===== src/rtl/alu_issue_stage.sv =====
// rtl/alu_issue_stage.sv - ID/EX issue stage: ALU control decode, operand b select, skid-buffered valid/ready output
module alu_issue_stage #(
  parameter int XLEN       = 64,
  parameter int REG_ADDR_W = 5
) (
  input  logic                  clk,
  input  logic                  reset,
  input  logic                  flush,
  input  logic                  in_valid,
  output logic                  in_ready,
  input  logic [1:0]            alu_op,
  input  logic [2:0]            funct3,
  input  logic                  funct7_5,
  input  logic                  alu_src,
  input  logic [XLEN-1:0]       rs1_data,
  input  logic [XLEN-1:0]       rs2_data,
  input  logic [XLEN-1:0]       imm,
  input  logic [REG_ADDR_W-1:0] rd_in,
  output logic                  out_valid,
  input  logic                  out_ready,
  output logic [XLEN-1:0]       a,
  output logic [XLEN-1:0]       b,
  output logic [3:0]            alu_control_signal,
  output logic [REG_ADDR_W-1:0] rd_out,
  output logic                  illegal
);

  localparam logic [3:0] CTL_AND = 4'b0000;
  localparam logic [3:0] CTL_OR  = 4'b0001;
  localparam logic [3:0] CTL_ADD = 4'b0010;
  localparam logic [3:0] CTL_XOR = 4'b0100;
  localparam logic [3:0] CTL_SUB = 4'b0110;
  localparam logic [3:0] CTL_ILL = 4'b1111;

  logic [3:0]            dec_ctl;
  logic                  dec_ill;
  logic [XLEN-1:0]       dec_b;

  logic                  skid_valid;
  logic [XLEN-1:0]       skid_a;
  logic [XLEN-1:0]       skid_b;
  logic [3:0]            skid_ctl;
  logic [REG_ADDR_W-1:0] skid_rd;
  logic                  skid_ill;

  logic                  accept;
  logic                  out_free;

  // Anything not explicitly decoded falls through to the illegal code.
  always_comb begin
    dec_ctl = CTL_ILL;
    dec_ill = 1'b1;
    case (alu_op)
      2'b00: begin dec_ctl = CTL_ADD; dec_ill = 1'b0; end
      2'b01: begin dec_ctl = CTL_SUB; dec_ill = 1'b0; end
      2'b10: begin
        case (funct3)
          3'b000:  begin dec_ctl = funct7_5 ? CTL_SUB : CTL_ADD; dec_ill = 1'b0; end
          3'b111:  begin dec_ctl = CTL_AND; dec_ill = 1'b0; end
          3'b110:  begin dec_ctl = CTL_OR;  dec_ill = 1'b0; end
          3'b100:  begin dec_ctl = CTL_XOR; dec_ill = 1'b0; end
          default: begin dec_ctl = CTL_ILL; dec_ill = 1'b1; end
        endcase
      end
      default: begin
        case (funct3)
          3'b000:  begin dec_ctl = CTL_ADD; dec_ill = 1'b0; end
          3'b100:  begin dec_ctl = CTL_XOR; dec_ill = 1'b0; end
          3'b110:  begin dec_ctl = CTL_OR;  dec_ill = 1'b0; end
          3'b111:  begin dec_ctl = CTL_AND; dec_ill = 1'b0; end
          default: begin dec_ctl = CTL_ILL; dec_ill = 1'b1; end
        endcase
      end
    endcase
  end

  assign dec_b    = alu_src ? imm : rs2_data;
  assign in_ready = !skid_valid;
  assign accept   = in_valid && in_ready;
  assign out_free = !out_valid || out_ready;

  always_ff @(posedge clk) begin
    if (reset) begin
      out_valid          <= 1'b0;
      a                  <= '0;
      b                  <= '0;
      alu_control_signal <= '0;
      rd_out             <= '0;
      illegal            <= 1'b0;
      skid_valid         <= 1'b0;
      skid_a             <= '0;
      skid_b             <= '0;
      skid_ctl           <= '0;
      skid_rd            <= '0;
      skid_ill           <= 1'b0;
    end else if (flush) begin
      out_valid  <= 1'b0;
      skid_valid <= 1'b0;
    end else if (out_free) begin
      // Skid drains first to keep FIFO order; in_ready is low while it is full.
      if (skid_valid) begin
        out_valid          <= 1'b1;
        a                  <= skid_a;
        b                  <= skid_b;
        alu_control_signal <= skid_ctl;
        rd_out             <= skid_rd;
        illegal            <= skid_ill;
        skid_valid         <= 1'b0;
      end else if (accept) begin
        out_valid          <= 1'b1;
        a                  <= rs1_data;
        b                  <= dec_b;
        alu_control_signal <= dec_ctl;
        rd_out             <= rd_in;
        illegal            <= dec_ill;
      end else begin
        out_valid <= 1'b0;
      end
    end else if (accept) begin
      skid_valid <= 1'b1;
      skid_a     <= rs1_data;
      skid_b     <= dec_b;
      skid_ctl   <= dec_ctl;
      skid_rd    <= rd_in;
      skid_ill   <= dec_ill;
    end
  end

endmodule


===== config.mk =====
export PLATFORM = sky130hd
export DESIGN_NAME = alu_issue_stage
export DESIGN_NICKNAME = d
export VERILOG_FILES = /design/src/rtl/alu_issue_stage.sv
export SDC_FILE = /design/constraint.sdc
export NUM_CORES = 1
export LEC_CHECK = 0
export CAP_MARGIN = 0
export CORE_AREA = 2 2 159 161
export CTS_CLUSTER_SIZE = 28
export DETAILED_ROUTE_END_ITERATION = 10
export DIE_AREA = 0 0 161 163
export PLACE_DENSITY = 0.76
export SETUP_SLACK_MARGIN = 0.3
export SKIP_LAST_GASP = 1
export SLEW_MARGIN = 20
export SYNTH_ARGS = -nofsm -noshare
export SYNTH_HDL_FRONTEND = slang
export SYNTH_SLANG_ARGS = --single-unit

===== constraint.sdc =====
create_clock -name clk -period 1.7 [get_ports clk]
set_input_delay 0.51 -clock clk [delete_from_list [all_inputs] [get_ports clk]]
set_output_delay 0.51 -clock clk [all_outputs]
set_load 0.01 [all_outputs]

== After elaboration in Yosys (flattened, before gate mapping) ==
Cells that the tools add are included.

* Input bits: 209
* Bits in registers: 278
* Output and inout bits: 140
* Word-level logic and storage cells: 51

* Mux-type cells: 19
* Equal/unequal tests: 5
* Reductions and logical operators: 13
* Bitwise logic cells: 2

{| class="wikitable"
|+ Operators with widths
! cell !! count
|-
| 64-bit two-way mux || 5
|-
| 4-bit one-hot mux with 4 select lines || 2
|-
| 4-bit one-hot mux with 3 select lines || 1
|-
| 5-bit two-way mux || 2
|-
| 3-bit == test, second input constant || 3
|-
| 4-bit two-way mux || 2
|-
| 1-bit two-way mux || 6
|-
| 3-bit AND reduction || 2
|-
| 2-bit OR reduction || 2
|-
| 4-bit OR reduction || 1
|-
| 3-bit zero test || 1
|-
| 3-bit two-way mux || 1
|-
| 3-bit OR reduction || 1
|-
| 2-bit by 1-bit == test with 1-bit output, second input constant || 1
|-
| 2-bit == test, second input constant || 1
|-
| 1-bit zero test || 2
|-
| 2-bit zero test || 1
|-
| 1-bit NOT || 2
|-
| 2-bit nonzero test || 1
|-
| 1-bit logical AND || 1
|-
| 1-bit logical OR || 1
|}

== Depth between registers and ports, before layout ==
Gate-level depths: netlist of the first run.

* Word-level depth: 6
* Gate-level depth with buffers: 8
* Depth with buffers taken out: 4

== Worst setup path after synthesis of the first run ==
Ideal clock, no wire load.

* Path type: input to register
* Start: input port out_ready
* End: register skid_b[44]
* Setup time: 0.134 ns
* Path buffers: 3
* Stages: 6
* Arrival time: 1.457 ns
* Slack: 0.109 ns
* Data required time: 1.566 ns
* Cells stage by stage: nor2b_2 -> and3_1 -> buf_2 -> buf_4 -> clkbuf_1 -> a211oi_1

* Cells in the longest elaborated chain, start to end: 3

{| class="wikitable"
|+ Ends and longest elaborated chain
! item !! RTL line !! source
|-
| from (decl) || 20 || <nowiki>input logic out_ready,</nowiki>
|-
| 1-bit logical OR || 80 || <nowiki>assign out_free = !out_valid || out_ready;</nowiki>
|-
| 1-bit NOT (no source line) || n/a ||
|-
| 3-bit AND reduction (no source line) || n/a ||
|-
| to (signal assigned) || 92 || <nowiki>skid_b <= '0;</nowiki>
|-
| to (signal assigned) || 122 || <nowiki>skid_b <= dec_b;</nowiki>
|-
| to (decl) || 41 || <nowiki>logic [XLEN-1:0] skid_b;</nowiki>
|}

Every way passes these cells.
A chain may end at the register's enable or synchronous reset.

== Worst setup path after layout of the first run ==
* Start: register skid_valid
* End: register a[14]

* Cells in the longest elaborated chain, start to end: 4
* Elaborated cells between the ends (all ways): 5
* Those cells by class: 1 x mux; 4 x reduce/logical

{| class="wikitable"
|+ Ends and longest elaborated chain
! item !! RTL line !! source
|-
| from (decl) || 39 || <nowiki>logic skid_valid;</nowiki>
|-
| from (signal assigned) || 90 || <nowiki>skid_valid <= 1'b0;</nowiki>
|-
| from (signal assigned) || 98 || <nowiki>skid_valid <= 1'b0;</nowiki>
|-
| from (signal assigned) || 108 || <nowiki>skid_valid <= 1'b0;</nowiki>
|-
| 1-bit zero test || 78 || <nowiki>assign in_ready = !skid_valid;</nowiki>
|-
| 1-bit logical AND || 79 || <nowiki>assign accept = in_valid && in_ready;</nowiki>
|-
| 2-bit nonzero test (no source line) || n/a ||
|-
| 3-bit AND reduction (no source line) || n/a ||
|-
| to (signal assigned) || 103 || <nowiki>a <= skid_a;</nowiki>
|-
| to (signal assigned) || 111 || <nowiki>a <= rs1_data;</nowiki>
|-
| to (decl) || 21 || <nowiki>output logic [XLEN-1:0] a,</nowiki>
|}

Several ways; a longest one is shown, not always the timed one.

==> out/results.tsv, run 1 <==
stage	metric	value	unit
sta	Clock Skew	0.00961	ns
setup_path	crit-path max cell delay	0.36	ns
power_and_ir_drop	peak supply drop	742	uV
clock_network	hold_buf cts	0	
global_route	Global Route Usage Sum	24.9	%
die	die footprint	26200	um2
cells_and_area	commonest non-fill, non-tap cell in the layout	nand2_1	
routing	DRC viols	0	
hold_path	Worst Hold Launch	flush	
routing	top routing layer in use	met5	
hold_path	Hold Crit Class	in -> reg	
routing	drt pass-1 iters	5	
synth	Post-Syn Instances	1317	
synth	Post-Syn Area	11400	um2
setup_path	most used cell, CP	buf_6	
sta	RSZ-0062 raised after global routing	yes	
outcome	status	complete, but fails checks	
cells_and_area	share of cells above drive strength 1	32.1	%
clock_network	H-tree depth	1	
die	die width	161	um
routing	routed length on met2	18400	um
sta	Hold Vio Cnt, Final	0	
die	Ports	349	
routing	Antenna Nets Post-Route	0	
sta	Final Hold Slack	0.366	ns
placed_design	gpl congestion	0.784	
setup_path	crit-path leading delay family	buffers and inverters	
synth	Synth Warn #	0	
power_and_ir_drop	Comb pwr share	16.0	%
setup_path	type of origin of the critical path	flop	
setup_path	maximum fanout along the worst path	6	
setup_path	CP Cell Sequence	buf_6 > nor2_4 > buf_6 > nor3_4 > buf_6 > buf_12 > buf_12 > nor2_1 > a211oi_2	
sta	f_max	573	MHz
sta	Tcrit/Tclk final	103	%
cells_and_area	most frequent cells in the layout	273 x nand2_1, 203 x clkdlybuf4s50_1, 159 x buf_6	
sta	setup ws final	-0.0440	ns
sta	Final Critical Period	1.74	ns
routing	met1 wire length	14800	um
routing	routed len/inst	18.0	um
sta	endpoints failing setup	2	
power_and_ir_drop	switch share	24.1	%
clock_network	clock slew at the register clock pins of the worst setup and hold paths	0.06	ns
synth	Post-Syn Nets	1526	
synth	flop and latch count out of synthesis	278	
sta	Worst-Margin Slew	0.564	ns
setup_path	Setup crit end kind	flop	
outcome	failing checks	setup timing	
setup_path	WP data arrival	2.18	ns
power_and_ir_drop	Seq pwr share	43.6	%
setup_path	CP Launch Point	skid_valid	
routing	Vias/cell	5.44	
clock_network	CTS tree	yes	
placed_design	IO buf count	348	
global_route	largest net degree at the start of global routing	131	
power_and_ir_drop	clock network power share	40.4	%
die	Site Rows	58	
routing	initial DRC count	578	
power_and_ir_drop	Pwr Total	16.0	mW
cells_and_area	final-layout fill cell count	1698	
die	Starting Density	46.2	%
setup_path	Max stage delay cell, worst path	dfxtp_4	
power_and_ir_drop	PD cells	871	nW/um2
global_route	initial antenna violation count	1	
cells_and_area	area growth from synthesis to layout	61.6	%
clock_network	clock sinks	278	
power_and_ir_drop	Sw Pwr	3.87	mW
setup_path	CP bufs+invs	5	
power_and_ir_drop	Lkg Pwr	7.02	nW
clock_network	Max clock buf depth	3	
global_route	total grt overflow	0	
global_route	vias in the first global route	10600	
die	Core Region	24700	um2
setup_path	Data required, critical path	2.14	ns
flow_run	Max Cap Viol	0	
setup_path	CP Class	reg -> reg	
clock_network	CTS root buffer	clkbuf_16	
sta	Slew Limit Fails	0	
synth	Mean Syn Cell Area	8.65	um2
synth	Yosys cell types	27	
clock_network	clock latency on the worst-skew pair	0.54	ns
routing	WL final	37300	um
placed_design	HPWL after DPL	22600	um
die	Die Y	163	um
synth	sequential fraction of the synthesis area	48.9	%
power_and_ir_drop	Int Pwr	12.2	mW
sta	slew margin rel.	62.4	%
setup_path	reg2reg start	skid_valid	
clock_network	cts bufs inserted	29	
routing	Met3 Wirelength	2960	um
routing	Vias	11300	
global_route	first-pass GRT wire length	53500	um
cells_and_area	nets	1927	
-- sequential cells by signal, indices dropped and copies added (netlist names) --
register,cells
skid_a,64
out_valid,1
illegal,1
skid_b,64
skid_ill,1
rd_out,5
b,64
skid_rd,5
a,64
alu_control_signal,4
skid_ctl,4
skid_valid,1
-- layout make-up --
class                      instances  area (um2)  area share (%)
multi-input combinational        916        5750            31.2
sequential                       278        5740            31.2
timing repair buffer             491        5510            29.9
clock buffer                      46         860            4.67
tap                              330         413            2.24
clock inverter                     6         115           0.625
inverter                           2        10.0          0.0544
antenna                            1        2.50          0.0136
-- worst register-to-register path, cell delays in order, from the launching register on --
cell and delay [ns]:
dfxtp_4 0.36, buf_6 0.10, nor2_4 0.04, buf_6 0.12, nor3_4 0.25, buf_6 0.15, buf_12 0.14, buf_12 0.13
nor2_1 0.07, a211oi_2 0.28
-- repair_timing --
action	4_1_cts	5_1_grt
pin swaps	2	69
cloned	9	13
setup buffers	17	18
endpoints found under the setup margin	416	416
gates resized for setup	876	123
-- logic make-up after synthesis --
group	Yosys count	share of synthesized area, %
buf+inv	124	4.72
mux	135	11.9
flops	278	48.9
compound gates	343	19.6
simple gates	437	14.9
-- routing by layer --
| metal | vias to the layer above | track usage (%) |
|---|---|---|
| li1 | 5420 | - |
| met1 | 5343 | 29.5 |
| met2 | 405 | 43.9 |
| met3 | 81 | 6.82 |
| met4 | 2 | 7.91 |
| met5 | - | 0 |
-- final timing paths --
| kind | slack [ns] | endpoint | depth (start not counted) |
|---|---|---|---|
| max | -0.04 | a[14] | 9 |
| min | 0.37 | out_valid | 2 |
| max reg2reg | -0.04 | a[14] | 9 |
| min reg2reg | 0.45 | skid_a[59] | 2 |
-- stage by stage --
stage                     area [um2]  utilization, %  setup TNS, ns  cells  setup WS [ns]
after floorplan                11600               -              0   1317          0.207
after global placement         15700            63.7        -108.17   1960         -0.492
after detailed placement       15700            63.7        -119.96   1960         -0.522
after CTS                      17500            70.8              0   2038         0.0579
after global routing           18400            74.6         -0.604   2069        -0.0688
final                          18400            74.6        -0.0736   2070        -0.0440
-- synth_stat cells, drive strengths merged --
cell type	n	share of area (%)
dfxtp	278	49
nand2	273	9.0
nor2	142	4.7
a211oi	138	9.1
a21oi	137	6.0
mux2i	135	12
clkbuf	67	2.2
o211ai	65	4.3
buf	55	2.4
nor3	6	0.36
nand2b	3	0.16
nand3	3	0.13
nor2b	3	0.19
and3	2	0.11
nand3b	2	0.13
clkinv	1	0.033
inv	1	0.033
nor4	1	0.055
o311a	1	0.088
o311ai	1	0.077
o31ai	1	0.066
or2	1	0.055
or3	1	0.055
-- power groups by stage --
stage / sequential, mW / combinational, mW / clock (mW)
after CTS: 6.97 / 2.32 / 6.54
after floorplan: 7.10 / 0.803 / 0
final: 6.99 / 2.56 / 6.48
after global routing: 7.01 / 2.73 / 6.83
after global placement: 7.03 / 2.10 / 0
after detailed placement: 7.03 / 2.14 / 0
Power figures use the tool's default switching activity.
==> run 2: changes to the inputs <==
--- a/config.mk
+++ b/config.mk
@@ -10,10 +10,11 @@
 export CTS_CLUSTER_SIZE = 28
 export DETAILED_ROUTE_END_ITERATION = 10
 export DIE_AREA = 0 0 161 163
+export HOLD_SLACK_MARGIN = 0.06
 export PLACE_DENSITY = 0.76
 export SETUP_SLACK_MARGIN = 0.3
 export SKIP_LAST_GASP = 1
-export SLEW_MARGIN = 20
+export SLEW_MARGIN = 40
 export SYNTH_ARGS = -nofsm -noshare
 export SYNTH_HDL_FRONTEND = slang
 export SYNTH_SLANG_ARGS = --single-unit
==> results of run 2 <==
Final layout, timing and power as in run 1 (identical DEF).
==> run 3: changes to the inputs <==
--- a/config.mk
+++ b/config.mk
@@ -13,7 +13,6 @@
 export HOLD_SLACK_MARGIN = 0.06
 export PLACE_DENSITY = 0.76
 export SETUP_SLACK_MARGIN = 0.3
-export SKIP_LAST_GASP = 1
 export SLEW_MARGIN = 40
 export SYNTH_ARGS = -nofsm -noshare
 export SYNTH_HDL_FRONTEND = slang
==> out/results.tsv, run 3 (synthesized netlist as in run 1, its figures left out) <==
stage	metric	value	unit	change
clock_network	H-tree depth	1		unchanged
routing	DRC viols	0		unchanged
clock_network	clock slew at the register clock pins of the worst setup and hold paths	0.06	ns	about the same
setup_path	WP data arrival	2.13	ns	-0.05 ns
routing	WL final	38100	um	+2.0%
clock_network	clock sinks	278		unchanged
outcome	status	finished clean		
cells_and_area	final-layout fill cell count	1663		-2.1%
routing	met1 wire length	15000	um	+1.3%
die	Core Region	24700	um2	unchanged
clock_network	Max clock buf depth	3		unchanged
routing	Met3 Wirelength	3080	um	+4.0%
routing	routed len/inst	18.4	um	+2.0%
die	Site Rows	58		unchanged
setup_path	maximum fanout along the worst path	8		+2
cells_and_area	area growth from synthesis to layout	63.2	%	
sta	Final Hold Slack	0.370	ns	+0.00400 ns
placed_design	gpl congestion	0.784		unchanged
die	die width	161	um	unchanged
routing	initial DRC count	576		-0.35%
global_route	first-pass GRT wire length	53500	um	unchanged
placed_design	DP Cell Count	1960		unchanged
cells_and_area	share of cells above drive strength 1	33.7	%	+1.6 points
global_route	Global Route Usage Sum	24.9	%	unchanged
routing	Antenna Nets Post-Route	0		unchanged
power_and_ir_drop	Pwr Total	16.1	mW	+0.57%
setup_path	Max stage delay cell, worst path	dfxtp_4		
cells_and_area	commonest non-fill, non-tap cell in the layout	nand2_1		
setup_path	type of origin of the critical path	flop		
routing	Vias	11300		+0.76%
setup_path	CP Cell Sequence	buf_6 > nor2_4 > buf_6 > nor3_4 > buf_6 > buf_6 > buf_16 > nor2_4 > a211oi_2		
power_and_ir_drop	Lkg Pwr	7.07	nW	+0.66%
sta	endpoints failing setup	0		-2
cells_and_area	nets	1927		unchanged
routing	drt pass-1 iters	5		unchanged
cells_and_area	fin cells	2070		unchanged
setup_path	crit-path leading delay family	buffers and inverters		
sta	f_max	591	MHz	+3.1%
clock_network	CTS tree	yes		
sta	Hold Vio Cnt, Final	0		unchanged
global_route	initial antenna violation count	1		unchanged
die	Ports	349		unchanged
sta	Worst-Margin Slew	0.556	ns	-0.00831 ns
cells_and_area	most frequent cells in the layout	273 x nand2_1, 203 x clkdlybuf4s50_1, 160 x buf_6		
setup_path	crit-path max cell delay	0.36	ns	about the same
global_route	largest net degree at the start of global routing	131		unchanged
flow_run	Max Cap Viol	0		unchanged
routing	top routing layer in use	met5		
hold_path	Hold Crit Class	in -> reg		
setup_path	CP Class	reg -> reg		
sta	Final Critical Period	1.69	ns	-0.0532 ns
placed_design	HPWL after DPL	22600	um	unchanged
sta	Tcrit/Tclk final	99.5	%	-3.1 points
global_route	total grt overflow	0		unchanged
sta	RSZ-0062 raised after global routing	yes		
die	Starting Density	46.2	%	unchanged
power_and_ir_drop	peak supply drop	746	uV	+0.51%
setup_path	Data required, critical path	2.13	ns	about the same
clock_network	clock latency on the worst-skew pair	0.54	ns	about the same
placed_design	IO buf count	348		unchanged
setup_path	CP bufs+invs	5		unchanged
setup_path	Setup crit end kind	flop		
die	Die Y	163	um	unchanged
power_and_ir_drop	PD cells	868	nW/um2	-0.41%
sta	Clock Skew	0.0113	ns	+0.00169 ns
sta	slew margin rel.	63.0	%	+0.55 points
clock_network	CTS root buffer	clkbuf_16		
sta	Slew Limit Fails	0		unchanged
clock_network	cts bufs inserted	29		unchanged
die	die footprint	26200	um2	unchanged
routing	routed length on met2	18900	um	+2.5%
setup_path	most used cell, CP	buf_6		
routing	Vias/cell	5.48		+0.76%
global_route	vias in the first global route	10600		unchanged
-- run 3: cell count changes in the layout (fill, tap and decap cells not counted), moves of 13 or more --
cell      previous run  this run
nor2_4              14        28
nor2_1             115       102
a211oi_1            81        68
a211oi_2            57        70
-- run 3: path summary, 6_finish.rpt --
| check | from | to | slack (ns) | cells after the start |
|---|---|---|---|---|
| worst max-delay path | skid_valid | a[49] | 0.009 | 9 |
| worst min-delay path | flush | out_valid | 0.37 | 2 |
| worst max register to register | skid_valid | a[49] | 0.009 | 9 |
| worst min register to register | skid_a[59] | skid_a[59] | 0.45 | 2 |
-- run 3: through the flow --
step / setup WS, ns / TNS [ns] / instance area (um2) / util [%]
2_1_floorplan: 0.207 / 0 / 11600 / -
3_3_place_gp: -0.492 / -108.17 / 15700 / 63.7
3_5_place_dp: -0.522 / -119.96 / 15700 / 63.7
4_1_cts: 0.0579 / 0 / 17500 / 70.8
5_1_grt: -0.0785 / -0.762 / 18600 / 75.3
6_report: 0.00919 / 0 / 18600 / 75.3
-- run 3: final cells by class --
type / instances / area, um2 / share of cell area (%)
repair buffers: 491 / 5520 / 29.7
clock buffers: 46 / 860 / 4.62
well taps: 330 / 413 / 2.22
inverters: 2 / 10.0 / 0.0539
diodes: 1 / 2.50 / 0.0135
flip-flops and latches: 278 / 5750 / 30.9
multi-input cells: 916 / 5920 / 31.8
clock inverters: 6 / 115 / 0.619
-- run 3: layer usage --
metal / vias to the layer above / global-route usage (%)
met5: - / 0
met4: 2 / 7.91
met3: 79 / 6.82
met2: 409 / 43.9
met1: 5428 / 29.5
li1: 5418 / -
-- run 3: timing repair --
| action | in CTS | in global routing |
|---|---|---|
| gates cloned | 9 | 13 |
| pin swaps | 2 | 92 |
| resized for setup | 876 | 169 |
| hold buffers | 0 | 0 |
| endpoints found under the setup margin | 416 | 416 |
| setup buffers | 17 | 18 |
-- run 3: where the power goes --
group | internal [mW] | switching, mW | total (mW) | leakage [nW]
Sequential | 6.79 | 0.210 | 7.01 | 2.32
Clock | 3.91 | 2.59 | 6.50 | 0.476
Combinational | 1.49 | 1.14 | 2.62 | 4.27
Total | 12.2 | 3.94 | 16.1 | 7.07
